`src/rtl/multicycle_ctrl.sv`:
```
// Multicycle RISC-style control unit: FETCH/DECODE/EXEC/MEM/WB/HALT sequencer driving datapath strobes.
// Optional build macro MULTICYCLE_MUL_EN: R-type MUL holds EXEC for four cycles.
module multicycle_ctrl (
    input  logic       clk,
    input  logic       rst_n,
    input  logic [6:0] opcode,
    input  logic [2:0] func3,
    input  logic [6:0] func7,
    input  logic       memReady,
    input  logic       brTaken,
    output logic       irWrite,
    output logic       pcWrite,
    output logic       memRead,
    output logic       memWrite,
    output logic       regWrite,
    output logic       ALUSrc,
    output logic       memToReg,
    output logic       PCToReg,
    output logic       aluToPC,
    output logic       iorD,
    output logic [2:0] ALUOp,
    output logic       halted,
    output logic       illegal,
    output logic [2:0] state
);

    typedef enum logic [2:0] {
        S_FETCH  = 3'd0,
        S_DECODE = 3'd1,
        S_EXEC   = 3'd2,
        S_MEM    = 3'd3,
        S_WB     = 3'd4,
        S_HALT   = 3'd5
    } state_t;

    localparam logic [6:0] OP_R    = 7'b0110011;
    localparam logic [6:0] OP_I    = 7'b0010011;
    localparam logic [6:0] OP_LW   = 7'b0000011;
    localparam logic [6:0] OP_SW   = 7'b0100011;
    localparam logic [6:0] OP_BR   = 7'b1100011;
    localparam logic [6:0] OP_JAL  = 7'b1101111;
    localparam logic [6:0] OP_JALR = 7'b1100111;
    localparam logic [6:0] OP_HALT = 7'b1111111;

    localparam logic [2:0] ALU_ADD = 3'b000;
    localparam logic [2:0] ALU_SUB = 3'b001;
    localparam logic [2:0] ALU_MUL = 3'b010;
    localparam logic [2:0] ALU_AND = 3'b011;
    localparam logic [2:0] ALU_OR  = 3'b100;
    localparam logic [2:0] ALU_SLL = 3'b101;

    state_t     state_q, state_d;
    logic       halted_q, illegal_q;
    logic       set_illegal;
    logic       r_ok;
    logic [2:0] r_aluop;

`ifdef MULTICYCLE_MUL_EN
    logic [1:0] mul_cnt_q, mul_cnt_d;
`endif

    // R-type function decode; anything outside this table is an illegal instruction.
    always_comb begin
        r_ok    = 1'b1;
        r_aluop = ALU_ADD;
        case ({func7, func3})
            {7'b0000000, 3'b000}: r_aluop = ALU_ADD;
            {7'b0100000, 3'b000}: r_aluop = ALU_SUB;
            {7'b0000001, 3'b000}: r_aluop = ALU_MUL;
            {7'b0000000, 3'b111}: r_aluop = ALU_AND;
            {7'b0000000, 3'b110}: r_aluop = ALU_OR;
            {7'b0000000, 3'b001}: r_aluop = ALU_SLL;
            default:              r_ok    = 1'b0;
        endcase
    end

    always_comb begin
        // NOTE: every output of this block gets a default first, so no path can infer a latch.
        state_d     = state_q;
        set_illegal = 1'b0;
        irWrite     = 1'b0;
        pcWrite     = 1'b0;
        memRead     = 1'b0;
        memWrite    = 1'b0;
        regWrite    = 1'b0;
        ALUSrc      = 1'b0;
        memToReg    = 1'b0;
        PCToReg     = 1'b0;
        aluToPC     = 1'b0;
        iorD        = 1'b0;
        ALUOp       = ALU_ADD;
`ifdef MULTICYCLE_MUL_EN
        mul_cnt_d   = mul_cnt_q;
`endif

        case (state_q)
            S_FETCH: begin
                memRead = 1'b1;
                if (memReady) begin
                    irWrite = 1'b1;
                    pcWrite = 1'b1;
                    state_d = S_DECODE;
                end
            end

            S_DECODE: begin
                case (opcode)
                    OP_R, OP_I, OP_LW, OP_SW, OP_BR, OP_JAL, OP_JALR: state_d = S_EXEC;
                    OP_HALT: state_d = S_HALT;
                    default: begin
                        state_d     = S_HALT;
                        set_illegal = 1'b1;
                    end
                endcase
            end

            S_EXEC: begin
                case (opcode)
                    OP_R: begin
                        ALUOp = r_aluop;
                        if (!r_ok) begin
                            state_d     = S_HALT;
                            set_illegal = 1'b1;
                        end else begin
`ifdef MULTICYCLE_MUL_EN
                            if (r_aluop == ALU_MUL && mul_cnt_q != 2'd3) begin
                                mul_cnt_d = mul_cnt_q + 2'd1;
                            end else begin
                                mul_cnt_d = 2'd0;
                                state_d   = S_WB;
                            end
`else
                            state_d = S_WB;
`endif
                        end
                    end
                    OP_I: begin
                        ALUSrc = 1'b1;
                        if (func3 == 3'b000) begin
                            state_d = S_WB;
                        end else if (func3 == 3'b001 && func7 == 7'b0000000) begin
                            ALUOp   = ALU_SLL;
                            state_d = S_WB;
                        end else begin
                            state_d     = S_HALT;
                            set_illegal = 1'b1;
                        end
                    end
                    OP_LW, OP_SW: begin
                        ALUSrc  = 1'b1;
                        state_d = S_MEM;
                    end
                    OP_BR: begin
                        ALUOp   = ALU_SUB;
                        pcWrite = brTaken;
                        state_d = S_FETCH;
                    end
                    OP_JAL: state_d = S_WB;
                    OP_JALR: begin
                        ALUSrc  = 1'b1;
                        state_d = S_WB;
                    end
                    default: begin
                        state_d     = S_HALT;
                        set_illegal = 1'b1;
                    end
                endcase
            end

            S_MEM: begin
                iorD = 1'b1;
                if (opcode == OP_LW) begin
                    memRead = 1'b1;
                    if (memReady) state_d = S_WB;
                end else if (opcode == OP_SW) begin
                    memWrite = 1'b1;
                    if (memReady) state_d = S_FETCH;
                end else begin
                    state_d     = S_HALT;
                    set_illegal = 1'b1;
                end
            end

            S_WB: begin
                regWrite = 1'b1;
                memToReg = (opcode == OP_LW);
                if (opcode == OP_JAL || opcode == OP_JALR) begin
                    PCToReg = 1'b1;
                    pcWrite = 1'b1;
                    aluToPC = (opcode == OP_JALR);
                end
                state_d = S_FETCH;
            end

            S_HALT: state_d = S_HALT;

            default: begin
                state_d     = S_HALT;
                set_illegal = 1'b1;
            end
        endcase

        // While reset is held the outputs are pinned to the FETCH idle pattern, even if memReady is high.
        if (!rst_n) begin
            irWrite  = 1'b0;
            pcWrite  = 1'b0;
            memRead  = 1'b1;
            memWrite = 1'b0;
            regWrite = 1'b0;
            ALUSrc   = 1'b0;
            memToReg = 1'b0;
            PCToReg  = 1'b0;
            aluToPC  = 1'b0;
            iorD     = 1'b0;
            ALUOp    = ALU_ADD;
        end
    end

    always_ff @(posedge clk or negedge rst_n) begin
        if (!rst_n) begin
            state_q   <= S_FETCH;
            halted_q  <= 1'b0;
            illegal_q <= 1'b0;
        end else begin
            // NOTE: sequential state uses non-blocking assignments so all registers update together.
            state_q   <= state_d;
            halted_q  <= halted_q | (state_d == S_HALT);
            illegal_q <= illegal_q | set_illegal;
        end
    end

`ifdef MULTICYCLE_MUL_EN
    always_ff @(posedge clk or negedge rst_n) begin
        if (!rst_n) mul_cnt_q <= 2'd0;
        else        mul_cnt_q <= mul_cnt_d;
    end
`endif

    assign halted  = halted_q;
    assign illegal = illegal_q;
    assign state   = state_q;

endmodule
```
`config.mk`:
```
export PLATFORM = sky130hd
export DESIGN_NAME = multicycle_ctrl
export DESIGN_NICKNAME = d
export VERILOG_FILES = /design/src/rtl/multicycle_ctrl.sv
export SDC_FILE = /design/constraint.sdc
export NUM_CORES = 1
export LEC_CHECK = 0
export ABC_AREA = 0
export BUFFER_PORTS_ARGS = -buffer_cell sky130_fd_sc_hd__clkbuf_2
export CORE_MARGIN = 4
export CORE_UTILIZATION = 46
export CTS_CLUSTER_SIZE = 25
export DETAILED_ROUTE_END_ITERATION = 16
export PLACE_DENSITY = 0.87
export SLEW_MARGIN = 15
export SYNTH_ARGS = -nofsm -noshare
export SYNTH_HDL_FRONTEND = slang
export SYNTH_SLANG_ARGS = --single-unit
```
`constraint.sdc`:
```
create_clock -name clk -period 2.25 [get_ports clk]
set_clock_uncertainty 0.15 [all_clocks]
set_input_delay 0.3375 -clock clk [delete_from_list [all_inputs] [get_ports clk]]
set_output_delay 0.3375 -clock clk [all_outputs]
set_load 0.05 [all_outputs]
```
Word level (Yosys, flattened, before mapping)
Cells that the tools add are included.
W data, S select, Z words.
Operators by class
  equality and inequality tests: 20
  mux-type cells: 54
  bitwise gates (word level): 2
  reduce and logical (&&, ||, !) cells: 14
Operators by type and width (number)
  $pmux W3 S5: 3
  $mux W1: 36
  $mux W3: 10
  $eq A7 B7 Y1 const B: 4
  $eq A10 B3 Y1 const B: 2
  $eq A7 B6 Y1 const B: 2
  $eq A10 B1 Y1 const B: 1
  $eq A10 B4 Y1 const B: 1
  $eq A10 B9 Y1 const B: 1
  $logic_not A10 Y1: 1
  $eq A3 B3 Y1 const B: 3
  $pmux W3 S3: 1
  $reduce_or A8 Y1: 1
  $eq A7 B2 Y1 const B: 1
  $eq A7 B5 Y1 const B: 1
  $logic_not A7 Y1: 1
  $reduce_or A7 Y1: 1
  $eq A3 B1 Y1 const B: 2
  $eq A3 B2 Y1 const B: 2
  $logic_not A3 Y1: 2
  $pmux W1 S3: 2
  $reduce_or A6 Y1: 1
  $reduce_or A5 Y1: 1
  $pmux W1 S4: 1
  7 further kinds: 9
Storage, ports and cells
  bits in registers: 5

Logic depth before layout (Yosys ltp)
Gate-level depths: netlist (run 1).
  depth after elaboration: 8
  mapped depth: 6
  depth with buffers taken out: 5

Least setup slack after synthesis (run 1)
No wires, ideal clock.
  path type: flip-flop to output port
  start point: reg state_q[2] (netlist: state[2])
  end point: out ALUSrc
  data arrival time: 2.719 ns
  setup slack: -0.956 ns
  cell stages (with the launch flop): 5
  path through: dfrtp_1 clkbuf_1 nor2_1 nand3_1 nor4_1
Between the ends
  longest elaborated chain between the ends: 3
RTL lines
  start: declaration: RTL line 52  | state_t state_q, state_d;
  start signal: assignment: RTL line 226  | state_q <= state_d;
  $eq A3 B2 Y1: RTL line 96  | case (state_q)
  $mux W1: RTL line 96
  $mux W1: RTL line 204  | if (!rst_n) begin
  end: declaration: RTL line 16  | output logic ALUSrc,
No other way between the ends.

Worst setup path in the final report (run 1)
  start point: in opcode[3]
  end point: out ALUOp[0]
Between the ends
  longest elaborated chain between the ends: 4
  elaborated cells between the ends (all ways): 6
  those cells by class: eq/ne (3); mux (3)
RTL lines
  start: declaration: RTL line 6  | input logic [6:0] opcode,
  $eq A7 B7 Y1 (tied with other cells): RTL line 118  | case (opcode)
  $pmux W3 S3 (*): RTL line 118
  $mux W3 (*): RTL line 96
  $mux W3 (*): RTL line 204
  end: declaration: RTL line 21  | output logic [2:0] ALUOp,
Mark *: on every way between the ends. The rest lies on a longest branch, timed or not.

==> results of run 1 <==
[flip-flops by register name (all words and copies together) (netlist names)]
name,flops
halted,1
state,3
illegal,1
[logic make-up after synthesis]
family,Yosys count
DFF,5
and+or+nand+nor,63
buffers and inverters,15
AOI/OAI and AO/OA,35
[placed cells by master, fill, tap and decap left out, types with 4 or more instances in the layout]
cell	Yosys	layout
a21oi_1	9	8
buf_4	0	22
nor2_1	13	11
clkbuf_4	0	5
clkbuf_2	0	32
nand3_1	5	4
nand2_1	10	10
inv_1	7	7
a31oi_1	4	4
[layer usage]
metal | vias up | GRT usage (%) | routed length (um)
met2 | 81 | 49.1 | 1660
li1 | 564 | - | -
met4 | 0 | 13.4 | 190
met5 | - | 0 | 0
met1 | 559 | 28.1 | 1080
met3 | 25 | 7.53 | 287
[power by group through the flow]
| stage | combinational (mW) | sequential, mW | clock [mW] |
|---|---|---|---|
| 3_3_place_gp | 0.505 | 0.155 | 0 |
| 2_1_floorplan | 0.342 | 0.206 | 0 |
| 5_1_grt | 0.615 | 0.150 | 0.121 |
| 6_report | 0.581 | 0.146 | 0.105 |
| 3_5_place_dp | 0.519 | 0.155 | 0 |
| 4_1_cts | 0.544 | 0.155 | 0.108 |
[cell type report]
class / count / area (um^2) / share of cell area (%)
timing repair buffer: 60 / 382 / 28.8
multi-input combinational: 98 / 733 / 55.3
clock buffer: 4 / 26.3 / 1.98
inverter: 7 / 26.3 / 1.98
tap: 24 / 30.0 / 2.26
sequential: 5 / 129 / 9.72
[repair_timing]
| item | in CTS | in global routing |
|---|---|---|
| endpoints found under the hold margin | 5 | 0 |
| endpoints found under the setup margin | 4 | 6 |
| hold buffers | 1 | 0 |
| gates resized for setup | 6 | 9 |
| setup buffers | 1 | 1 |
| pin swaps | 2 | 1 |
[worst min-delay path: cells and delay by family]
kind	cells	cell delay, ns
simple gates	2	0.14
compound gates	1	0.06
buf+inv	1	0.15
[path summary, 6_finish.rpt]
path | from | end | slack, ns | cells past startpoint
max | opcode[3] | ALUOp[0] | 0.05 | 7
min | memReady | state[1] | 0.34 | 4
max reg2reg | state[1] | halted | 0.42 | 6
min reg2reg | illegal | illegal | 0.35 | 1
max in group asynchronous | rst_n | state[1] | 1.16 | 3
min in group asynchronous | rst_n | illegal | 0.55 | 3
==> key figures, run 1 <==
Placed design
  • Placed cell areas: around 0.0012 mm^2
  • GP Congestion: ~0.88
  • Detailed Place HPWL: 2470 um
  • Port Buffers: 38
  • DP Worst Slack: -0.0968 ns
  • Placed Instances: 191

Critical path
  • Critical Path AT: 1.71 ns
  • Kind of end point of the critical path: output port
  • Crit path top cell by count: or3_4
  • Crit-path max FO: 2
  • CP Class: input pin to output port
  • CP peak stage delay: 0.40 ns
  • Crit path max-delay cell type: or3_4
  • CP required: 1.76 ns
  • CP top delay family: simple AND/OR/NAND/NOR gates
  • CP cell instances: clkbuf_2, or3_4, nor2_4, nand2_1, or3_4, a21oi_4, clkbuf_4
  • Crit start category: input pin
  • WP buf/inv: 2

STA
  • Hold WS: around 0.34 ns
  • Final worst-path cycle share: 97.7%
  • Max-Slew Margin vs Limit: 73.9%
  • Final Hold Violating Endpoints: 0
  • Max Clock Freq: 0.455 GHz
  • Worst Tran Pin Value: ~0.4 ns
  • Slew Viols, Final: 0
  • Setup TNS: 0 ns
  • Setup violators final: 0
  • RSZ-0062 raised after global routing: true
  • Setup ws final: 0.0518 ns
  • Fin crit period: between 2 and 2.5 ns

Die
  • Row count: 14
  • Initial Util: around half
  • Core area: about 0.0016 mm^2
  • Die Height: ~50 um
  • Die X: 50.1 um
  • Area of the die: 0.00251 mm^2
  • Top-level port count: 39

Synth
  • Post-synth top cells: 13 x nor2_1, 10 x nand2_1, 9 x a21oi_1
  • Async SR Flop Fraction: between 90% and 100%
  • Synth Register Bits: 5
  • Top post-synthesis cells by area: dfrtp_1 15%, nor2_1 6.0%, a21oi_1 5.5%
  • Most common cell in the synthesized netlist: nor2_1
  • Yosys cell types: 44
  • Largest family of logic cells by synthesized area: simple AND/OR/NAND/NOR gates
  • Synth Area in Compound Gates: 32.0%
  • Syn nets: 139
  • Mux cell area share after synthesis: 0%
  • XOR/XNOR share of the synthesized area: 0%
  • Cell area after synthesis: ~810 um^2
  • Yosys warning total: 0
  • Post-Syn Instances: 118
  • Seq/Total Area, Yosys: between 15 and 20%
  • Adder-cell share of the synthesized area: 0%
  • EDFF count, synth: 0
  • Yosys top cell by area: dfrtp_1
  • Main flop type after synthesis: dfrtp_1
  • Simple-gate portion of the synthesized area: 43.6%
  • Top-area cell type share of the netlist area: 15.4%
  • Syn Area/Cell: approximately 7 um^2

Power
  • Switching power: 0.465 mW
  • Pwr Density: 627 mW/mm^2
  • Cell leakage power: roughly 0.56 nW
  • Int Power: around 0.37 mW
  • Maximum vdd ir drop: 0.497 mV
  • Flop pwr share: 17.6%
  • Clock network fraction of design power: about an eighth
  • Switching Fraction: 55.9%
  • Post-layout power: 0.832 mW
  • Combinational fraction of design power: 69.8%

Cells and area
  • ANT cells: 0
  • Filler Cells Inserted: 108
  • Final Non-Filler Cells: 198
  • Ratio of cells with drive above 1 in the final layout: 52.9%
  • Synthesis-to-layout area growth: 62.8%
  • Fin util: between 80% and 90%
  • Final Cell Area: about 0.0013 mm^2
  • NumNets Final: 196

Clock tree
  • CTS clock-pin slew for the worst setup and hold paths: 0.04 ns
  • CTS tree: done
  • H-tree depth: 1
  • CTS Buf Count: 3
  • Worst-case clock buffer depth: 2
  • Clock root cell: clkbuf_4
  • Clock latency at the later pin of the worst-skew pair: 0.24 ns
  • Sink count of the clock tree: 5

Flow run
  • Max-cap viol count: 0

Route
  • Drt via density: 6.21
  • Wire per inst: 16.3 um
  • Routed vias: 1229
  • Post-Route WL: 3220 um
  • Drt first pass iters: 5
  • Remaining DRCs: 0
  • Initial DRC count: 49
  • Post-route ant nets: 0

GRT
  • Remaining Overflow, GRT: 0
  • First-pass GRT wire length: 5360 um
  • Largest net degree at the start of global routing: 18
  • Total Routing Usage GR: a little over a quarter
  • Initial antenna violation count: 0
  • Vias in the first global route: 1205

Worst hold path
  • Min-delay worst type: input pin to flip-flop

Run status
  • Status: complete, no violations
Power figures use the tool's default switching activity.
==> run 2, diff against run 1 <==
--- a/config.mk
+++ b/config.mk
@@ -7,6 +7,7 @@
 export LEC_CHECK = 0
 export ABC_AREA = 0
 export BUFFER_PORTS_ARGS = -buffer_cell sky130_fd_sc_hd__clkbuf_2
+export CORE_ASPECT_RATIO = 0.75
 export CORE_MARGIN = 4
 export CORE_UTILIZATION = 46
 export CTS_CLUSTER_SIZE = 25
==> run 2 against run 1 <==
Die area increased by 0.27%. Final cell count down 1.0%. Sequential power shrank 5%. Critical path depth stayed put. Critical endpoint unchanged. Largest power group unchanged. Highest routed layer unchanged.
==> key figures, run 2 (synthesis results as in run 1) <==
Clock tree
  • Worst-case clock buffer depth: 2
  • CTS tree: done
  • CTS clock-pin slew for the worst setup and hold paths: 0.04 ns
  • Clock latency at the later pin of the worst-skew pair: 0.27 ns
  • Clock root cell: clkbuf_4
  • Sink count of the clock tree: 5
  • H-tree depth: 1
  • CTS Buf Count: 3
  • Setup Buffers After CTS: 0

Placed design
  • Port Buffers: 38
  • Detailed Place HPWL: between 2000 and 3000 um
  • Placed Instances: 191
  • GP Congestion: between 0.9 and 1

Cells and area
  • Reg area: 129 um^2
  • NumNets Final: between 150 and 200
  • Final Non-Filler Cells: 196
  • Max reg flops: 3
  • Commonest non-fill, non-tap cells in the layout: 31 x clkbuf_2, 22 x buf_4, 11 x nor2_1, 8 x nand2_1, 8 x a21oi_1
  • Area of the multi-input gates: between 700 and 800 um^2
  • ANT cells: 0
  • Filler Cells Inserted: 92
  • Ratio of cells with drive above 1 in the final layout: 55.4%
  • Commonest non-fill, non-tap cell in the layout: clkbuf_2
  • Synthesis-to-layout area growth: 66.5%

Die
  • Core area: 0.00158 mm^2
  • Area of the die: around 0.0025 mm^2
  • Die Height: 44.4 um
  • Top-level port count: 39
  • Die X: 56.6 um
  • Row count: 12
  • Initial Util: 51.7%

Route
  • Drt first pass iters: 5
  • Initial DRC count: 122
  • Post-route ant nets: 0
  • Drt via density: between 6 and 7
  • Routed vias: 1306
  • Remaining DRCs: 0
  • Post-Route WL: 3590 um
  • Wire per inst: 18.3 um

GRT
  • Remaining Overflow, GRT: 0
  • Vias in the first global route: 1252
  • Total Routing Usage GR: 31.5%
  • Largest net degree at the start of global routing: 14
  • First-pass GRT wire length: 5840 um
  • Initial antenna violation count: 0

Worst hold path
  • Min-delay worst type: flip-flop to flip-flop

Critical path
  • CP required: 1.76 ns
  • CP Class: input pin to output port
  • Flop2flop setup slack: 0.53 ns
  • Kind of end point of the critical path: output port
  • Crit start category: input pin
  • Critical Path AT: between 1.5 and 2 ns
  • Crit-path max FO: 2

STA
  • Slew Viols, Final: 0
  • Fin crit period: 2.22 ns
  • Max Clock Freq: 0.451 GHz
  • Max-Slew Margin vs Limit: 69.7%
  • Setup TNS: 0 ns
  • Worst Tran Pin Value: 0.451 ns
  • Final Hold Violating Endpoints: 0
  • Final worst-path cycle share: roughly 98%
  • Setup violators final: 0

Power
  • Cell leakage power: approximately 0.57 nW
  • Pwr Density: 630 mW/mm^2
  • Maximum vdd ir drop: 0.950 mV
  • Post-layout power: 0.854 mW

Flow run
  • Max-cap viol count: 0

Run status
  • Status: complete, no violations
==> run 2: cell count changes in the layout (fill, tap and decap cells not counted), sizes merged <==
cell,before,now
buf,23,25
dlymetal6s2s,1,0
==> run 2: power by group <==
group          internal [mW]  switching [mW]  leakage (nW)  total, mW
clock                 0.0678          0.0492        0.0150      0.117
combinational          0.177           0.420         0.499      0.598
sequential             0.116          0.0229        0.0510      0.139
total                  0.361           0.492         0.565      0.854
==> run 2: per-stage QoR <==
step	util [%]	setup WS [ns]	hold slack, ns	cell area (um^2)
after floorplan	-	-0.193	-0.108	930
after global placement	79.4	-0.0704	0.148	1250
after detailed placement	79.4	-0.120	0.158	1250
after CTS	84.1	0.00276	0.301	1330
after global routing	86.0	-0.0162	0.392	1360
final	86.0	0.0347	0.335	1360
==> run 2: worst max-delay path, stage by stage <==
cell,delay (ns)
clkbuf_2,0.09
or3_4,0.40
nor2_4,0.14
nand2_2,0.08
or3_4,0.37
a21oi_4,0.14
buf_8,0.16
==> run 2: final timing paths <==
path / start / to / cells after the start
setup / recovery: opcode[3] / ALUOp[0] / 7
hold / removal: illegal / illegal / 1
setup reg to reg: state[2] / halted / 6
hold reg to reg: illegal / illegal / 1
max in group asynchronous: rst_n / state[2] / 3
min in group asynchronous: rst_n / state[1] / 3
==> run 2: timing repair <==
action / in CTS / in global routing
resized for setup: 11 / 14
pin swaps: 2 / 3
hold endpoints to repair: 5 / 0
hold buffers: 1 / 0
setup endpoints to repair: 6 / 6
==> run 2: area by class of cell <==
cell class / instances / share of cell area [%]
Multi-Input combinational cell: 98 / 54.4
Timing Repair Buffer: 61 / 30.1
Sequential cell: 5 / 9.50
Inverter: 7 / 2.12
Clock buffer: 4 / 1.94
Tap cell: 21 / 1.94
==> run 2: routing by layer <==
metal | track usage [%] | wire length, um | part of all wire, %
met3 | 10.8 | 467 | 13
met2 | 50.0 | 1560 | 43
met4 | 22.7 | 280 | 7.8
met1 | 35.6 | 1280 | 36
met5 | 0 | 0 | 0
